### src/rtl/mem_arbiter.sv
// mem_arbiter
// Shares one single-port memory between the instruction-fetch port and the
// load/store port. One transaction is in flight at a time. The response is
// routed back to the port that issued it. Fetch is protected from starvation
// by a bounded run of LSU wins, and a stuck memory is cut off by a response
// timeout that returns an error to the owner.
module mem_arbiter #(
    parameter int STARVE_LIMIT   = 4,   // LSU wins in a row, while fetch waits, before fetch is forced through
    parameter int TIMEOUT_CYCLES = 16   // WAIT cycles without a memory response before aborting with error
) (
    input  logic        clock,
    input  logic        reset,

    // instruction-fetch port (read only)
    input  logic        if_req_i,
    input  logic [31:0] if_addr_i,
    output logic        if_gnt_o,
    output logic        if_rvalid_o,
    output logic [31:0] if_rdata_o,
    output logic        if_err_o,

    // load/store port
    input  logic        lsu_req_i,
    input  logic        lsu_we_i,
    input  logic [3:0]  lsu_be_i,
    input  logic [31:0] lsu_addr_i,
    input  logic [31:0] lsu_wdata_i,
    output logic        lsu_gnt_o,
    output logic        lsu_rvalid_o,
    output logic [31:0] lsu_rdata_o,
    output logic        lsu_err_o,

    // memory side
    output logic        mem_req_o,
    output logic        mem_we_o,
    output logic [3:0]  mem_be_o,
    output logic [31:0] mem_addr_o,
    output logic [31:0] mem_wdata_o,
    input  logic        mem_rvalid_i,
    input  logic [31:0] mem_rdata_i
);

    localparam int STARVE_W  = $clog2(STARVE_LIMIT + 1);
    localparam int TIMEOUT_W = $clog2(TIMEOUT_CYCLES + 1);

    localparam logic [STARVE_W-1:0]  STARVE_MAX   = STARVE_W'(STARVE_LIMIT);
    // The counter is compared before it is bumped, so the last WAIT cycle is
    // the one where it still holds TIMEOUT_CYCLES-1.
    localparam logic [TIMEOUT_W-1:0] TIMEOUT_LAST = TIMEOUT_W'(TIMEOUT_CYCLES - 1);

    typedef enum logic [1:0] {
        ST_IDLE,
        ST_ISSUE,
        ST_WAIT,
        ST_RESP
    } state_t;

    typedef enum logic {
        OWN_IF,
        OWN_LSU
    } owner_t;

    state_t                state;
    owner_t                owner;
    logic [STARVE_W-1:0]   starve_cnt;
    logic [TIMEOUT_W-1:0]  timeout_cnt;

    logic                  grant_if;
    logic                  grant_lsu;
    logic                  fetch_starved;
    logic                  resp_done;
    logic                  resp_err;
    logic [31:0]           resp_data;

    // Arbitration: grants only in IDLE; LSU has priority unless fetch has
    // waited through STARVE_LIMIT consecutive LSU wins.
    always_comb begin
        // NOTE: every signal gets a default before any branch so no latch is inferred.
        grant_if      = 1'b0;
        grant_lsu     = 1'b0;
        fetch_starved = (starve_cnt == STARVE_MAX);
        if (state == ST_IDLE) begin
            if (lsu_req_i && !(if_req_i && fetch_starved)) begin
                grant_lsu = 1'b1;
            end else if (if_req_i) begin
                grant_if = 1'b1;
            end
        end
    end

    assign if_gnt_o  = grant_if;
    assign lsu_gnt_o = grant_lsu;

    // Response selection in WAIT: a memory answer wins over an expiring
    // timeout; stores return zero data, timeouts return zero data with error.
    always_comb begin
        resp_done = mem_rvalid_i || (timeout_cnt == TIMEOUT_LAST);
        resp_err  = !mem_rvalid_i;
        resp_data = (mem_rvalid_i && !mem_we_o) ? mem_rdata_i : 32'h0;
    end

    // Transaction FSM with registered outputs: latch the winner's payload,
    // pulse the memory request, wait for the answer or the timeout, and
    // deliver a one-cycle response to the owner only.
    always_ff @(posedge clock) begin
        // NOTE: sequential state uses non-blocking assignments so every register
        // samples pre-edge values regardless of statement order.
        if (reset) begin
            state        <= ST_IDLE;
            owner        <= OWN_IF;
            starve_cnt   <= '0;
            timeout_cnt  <= '0;
            if_rvalid_o  <= 1'b0;
            if_rdata_o   <= 32'h0;
            if_err_o     <= 1'b0;
            lsu_rvalid_o <= 1'b0;
            lsu_rdata_o  <= 32'h0;
            lsu_err_o    <= 1'b0;
            mem_req_o    <= 1'b0;
            mem_we_o     <= 1'b0;
            mem_be_o     <= 4'h0;
            mem_addr_o   <= 32'h0;
            mem_wdata_o  <= 32'h0;
        end else begin
            // The memory strobe is a single-cycle pulse unless re-armed below.
            mem_req_o <= 1'b0;

            case (state)
                ST_IDLE: begin
                    if (grant_lsu) begin
                        owner       <= OWN_LSU;
                        mem_req_o   <= 1'b1;
                        mem_we_o    <= lsu_we_i;
                        mem_be_o    <= lsu_be_i;
                        mem_addr_o  <= lsu_addr_i;
                        mem_wdata_o <= lsu_wdata_i;
                        state       <= ST_ISSUE;
                        // Only a win over a waiting fetch counts toward starvation.
                        if (if_req_i && !fetch_starved) begin
                            starve_cnt <= starve_cnt + STARVE_W'(1);
                        end
                    end else if (grant_if) begin
                        owner       <= OWN_IF;
                        mem_req_o   <= 1'b1;
                        mem_we_o    <= 1'b0;
                        mem_be_o    <= 4'hF;
                        mem_addr_o  <= if_addr_i;
                        mem_wdata_o <= 32'h0;
                        starve_cnt  <= '0;
                        state       <= ST_ISSUE;
                    end
                end

                ST_ISSUE: begin
                    timeout_cnt <= '0;
                    state       <= ST_WAIT;
                end

                ST_WAIT: begin
                    if (resp_done) begin
                        state <= ST_RESP;
                        if (owner == OWN_LSU) begin
                            lsu_rvalid_o <= 1'b1;
                            lsu_rdata_o  <= resp_data;
                            lsu_err_o    <= resp_err;
                        end else begin
                            if_rvalid_o  <= 1'b1;
                            if_rdata_o   <= resp_data;
                            if_err_o     <= resp_err;
                        end
                    end else begin
                        timeout_cnt <= timeout_cnt + TIMEOUT_W'(1);
                    end
                end

                ST_RESP: begin
                    if_rvalid_o  <= 1'b0;
                    if_rdata_o   <= 32'h0;
                    if_err_o     <= 1'b0;
                    lsu_rvalid_o <= 1'b0;
                    lsu_rdata_o  <= 32'h0;
                    lsu_err_o    <= 1'b0;
                    state        <= ST_IDLE;
                end

                default: begin
                    state <= ST_IDLE;
                end
            endcase
        end
    end

endmodule

### config.mk
export PLATFORM = sky130hd
export DESIGN_NAME = mem_arbiter
export DESIGN_NICKNAME = d
export VERILOG_FILES = /design/src/rtl/mem_arbiter.sv
export SDC_FILE = /design/constraint.sdc
export NUM_CORES = 1
export LEC_CHECK = 0
export ABC_AREA = 1
export CAP_MARGIN = 20
export CORE_ASPECT_RATIO = 2
export CORE_UTILIZATION = 25
export DETAILED_ROUTE_END_ITERATION = 10
export GPL_TIMING_DRIVEN = 0
export PLACE_DENSITY = 0.55
export SETUP_SLACK_MARGIN = 0.2
export SYNTH_ARGS = -nofsm -noshare
export SYNTH_HDL_FRONTEND = slang
export SYNTH_SLANG_ARGS = --single-unit
### constraint.sdc
create_clock -name clock -period 1.75 [get_ports clock]
set_input_delay 0.175 -clock clock [delete_from_list [all_inputs] [get_ports clock]]
set_output_delay 0.175 -clock clock [all_outputs]
set_load 0.005 [all_outputs]
==> metrics.md <==
| Metric | Value |
|---|---|
| Outcome | `finished with violations` |
| Violated checks | `negative setup slack` |
| Most frequent cell after synthesis | `nand2_1` |
| Tcrit/Tclk final | `101.3%` |
| Die area | `0.02726 mm²` |
| Final ANT Viol Nets | `0` |
| Ys Warns | `0` |
| Leading area contributor after synthesis | `dfxtp_1` |
| Final core occ | `46.43%` |
| Largest net degree at the start of global routing | `17` |
| Ys async rst share | `0%` |
| Synth unique cells | `23` |
| Clk Latency, worst-skew pair | `around 0.45 ns` |
| Placed cell area | `around 0.0098 mm²` |
| Total Nets Final | `1495` |
| Cells along the critical path | `ha_4 -> nand2_4 -> nor2_2 -> ha_2 -> nor2_2 -> nand2_2 -> nand2_4 -> buf_12 -> clkbuf_16 -> nand2_1 -> o21ai_1 -> nor2_1` |
| CP Capture Type | `flop` |
| Reg clk slew, reported paths | `approximately 0.060 ns` |
| Initial antenna violation count | `0` |
| First-pass GRT wire length | `38060 µm` |
| Static leakage | `around 5.8 nW` |
| Placed cells | `1623` |
| Critical path required time | `2.06 ns` |
| Initial core utilization | `25.37%` |
| Layout cell share with drive strength beyond 1 | `21.45%` |
| Hold Vio Cnt, Final | `0` |
| Final Slew Violations | `0` |
| TritonCTS Buffers | `17` |
| H-tree depth | `4` |
| Final instance area | `0.01215 mm²` |
| Hold path depth | `3` |
| Cells after synthesis | `1004` |
| Reg-to-reg startpoint | `timeout_cnt[0]$_SDFFE_PP0P_` |
| Peak supply drop | `0.0007805 V` |
| Die X | `117.2 µm` |
| Syn Area/Cell | `between 6 and 7 µm²` |
| Min Clock Period, post-route | `approximately 1.8 ns` |
| R2R depth | `12` |
| RSZ-0062 raised after global routing | `true` |
| Vias per cell | `about 4.3` |
| Ant. Diodes | `0` |
| Rows | `84` |
| Slew HR | `49.94%` |
| Syn Nets | `1150` |
| CTS Sinks | `about 150` |
| Slowest library cell on the worst path | `dfxtp_4` |
| Area Growth Syn to Fin | `82.98%` |
| Routability Congestion | `0.7949` |
| Top post-synthesis cells by area | `dfxtp_1 45%, nand2_1 14%, inv_1 9.8%` |
| Core Area | `~0.026 mm²` |
| CP max FO | `7` |
| Reg2reg setup slack | `-0.02 ns` |
| Commonest cells post-synth | `255 x nand2_1, 173 x inv_1, 166 x nor2_1, 149 x dfxtp_1, 48 x a21oi_1` |
| IO Pins | `278` |
| Final non-filler cell total | `~1700` |
| Vias in the first global route | `6804` |
| Max stage delay on crit path | `0.36 ns` |
| Worst reg2reg path endpoint | `lsu_rdata_o[30]$_SDFFE_PP0P_` |
| Detailed Place HPWL | `19100 µm` |
| Kind of critical path | `flop to flop` |
| Post-Syn Area | `around 0.0066 mm²` |
| Worst Slack Setup Final | `-0.02308 ns` |
| First-pass DRT Iterations | `4` |
| # DRC | `0` |
| Die Y | `232.5 µm` |
| Critical path buffers and inverters | `2` |
| Vias | `7311` |
| Crit start category | `flop` |
| Synth top area share | `roughly 45%` |
| Residual overflow from global routing | `0` |
| HP Start | `lsu_wdata_i[7]` |
| Worst EP arrival | `between 2 and 2.5 ns` |
| CTS tree | `done` |
| Worst Hold Endpoint | `mem_wdata_o[7]$_SDFFE_PP0P_` |
| Clk buf depth | `2` |
| Register bit total from synthesis | `~150` |
| CTS root buffer | `clkbuf_16` |
| Slew @ Worst Pin | `0.7508 ns` |
| Sequential fraction of the synthesis area | `44.92%` |
| Routed WL | `27280 µm` |
| Min-delay worst type | `primary input to flop` |
| Synth Flop Type | `dfxtp_1` |
| Max_cap viols | `0` |
| Iter 0 DRT Violations | `212` |
| Port Buffers | `275` |
| PwrDens | `1445 mW/mm²` |
| FMAX | `0.5640 GHz` |
| Final setup fails | `5` |
| Post-synth EDFFs | `0` |
| CP top delay family | `simple AND/OR/NAND/NOR gates` |
| Worst Skew | `~0.0070 ns` |
| Post-DR wirelength/cell | `16.00 µm` |
| Gr usage total | `between 10% and 20%` |
## tightest hold or removal path, stage by stage
cell and delay (ns):
clkdlybuf4s50_1 0.39, nand2_1 0.06, a21oi_1 0.05
## cells by family after synthesis
family	share of synthesized area, %
buffers and inverters	14.38
flip-flops	44.92
AO/OA/AOI/OAI	8.272
AND/OR/NAND/NOR	30.92
adder cells (fa/ha/maj)	1.508
## flip-flops by register name, summed over array words and instances, names as in the netlist
name          count
if_err_o          1
if_rdata_o       32
if_rvalid_o       1
lsu_err_o         1
lsu_rdata_o      32
lsu_rvalid_o      1
mem_addr_o       32
mem_be_o          4
mem_req_o         1
mem_wdata_o      32
mem_we_o          1
owner             1
starve_cnt        3
state             2
timeout_cnt       5
## worst max path at each step
stage / startpoint / to / slack [ns] / depth (start not counted)
finish: timeout_cnt[0]$_SDFFE_PP0P_ / lsu_rdata_o[30]$_SDFFE_PP0P_ / -0.02 / 12
global route: timeout_cnt[0]$_SDFFE_PP0P_ / lsu_rdata_o[30]$_SDFFE_PP0P_ / -0.08 / 12
CTS: timeout_cnt[0]$_SDFFE_PP0P_ / lsu_rdata_o[8]$_SDFFE_PP0P_ / 0.005 / 11
detailed placement: if_req_i / lsu_gnt_o / -0.51 / 6
global placement: if_req_i / lsu_gnt_o / -0.52 / 6
floorplan: timeout_cnt[0]$_SDFFE_PP0P_ / lsu_rdata_o[2]$_SDFFE_PP0P_ / 0.19 / 11
## routing by layer
metal	routed length, µm	GRT usage, %	vias to the layer above
li1	-	-	3739
met1	9136	17.36	3332
met2	16130	39.01	200
met3	1187	4.090	40
met4	816	7.674	0
met5	0	0	-
## per-stage QoR
stage	power, mW	setup TNS, ns	setup WS [ns]	hold WS [ns]
2_1_floorplan	8.013	0	0.1875	0.2989
3_3_place_gp	11.37	-17.86	-0.5172	0.4520
6_report	17.55	-0.06841	-0.02308	0.2743
4_1_cts	16.41	0	0.004668	0.2504
5_1_grt	18.65	-2.523	-0.08145	0.2814
3_5_place_dp	11.41	-17.70	-0.5136	0.4531
## cell type report
class                   instances  area [µm²]
well taps                     344       430.4
plain buffers                  60       579.3
fillers                      2572       14020
repair inverters                1       16.27
flip-flops and latches        149        2999
clock inverters                 9       150.1
inverters                     177       693.2
repair buffers                324        3346
multi-input cells             619        3462
clock buffers                  22       474.2
## power breakdown
part	switching [mW]	leakage [nW]	internal, mW
registers	0.591	1.22	4.42
clock network	1.52	0.302	2.48
logic	4.06	4.27	4.48
total	6.17	5.80	11.4
## timing repair
| item | 4_1_cts | 5_1_grt |
|---|---|---|
| setup buffers | 25 | 13 |
| resized for setup | 149 | 247 |
| setup endpoints to repair | 155 | 156 |
| gates cloned | 4 | 9 |
| pin swaps | 8 | 18 |
| hold buffers | 0 | 0 |
## cell usage in the layout, fill, tap and decap left out, types with 16 or more instances in the layout
cell	netlist	final
nand2_1	255	204
inv_1	173	167
nand3_1	44	18
clkbuf_1	25	18
clkbuf_16	0	24
a21oi_1	48	46
buf_6	4	28
nor2_2	0	33
nand3_2	2	25
clkdlybuf4s50_1	0	259
o21ai_2	1	16
o21ai_1	7	21
nor2_1	166	121
nand2_4	0	29
nand2_2	2	22
nand4_1	34	34
dfxtp_1	149	140
buf_4	2	31
No activity file was read; power rests on OpenSTA's default activity.
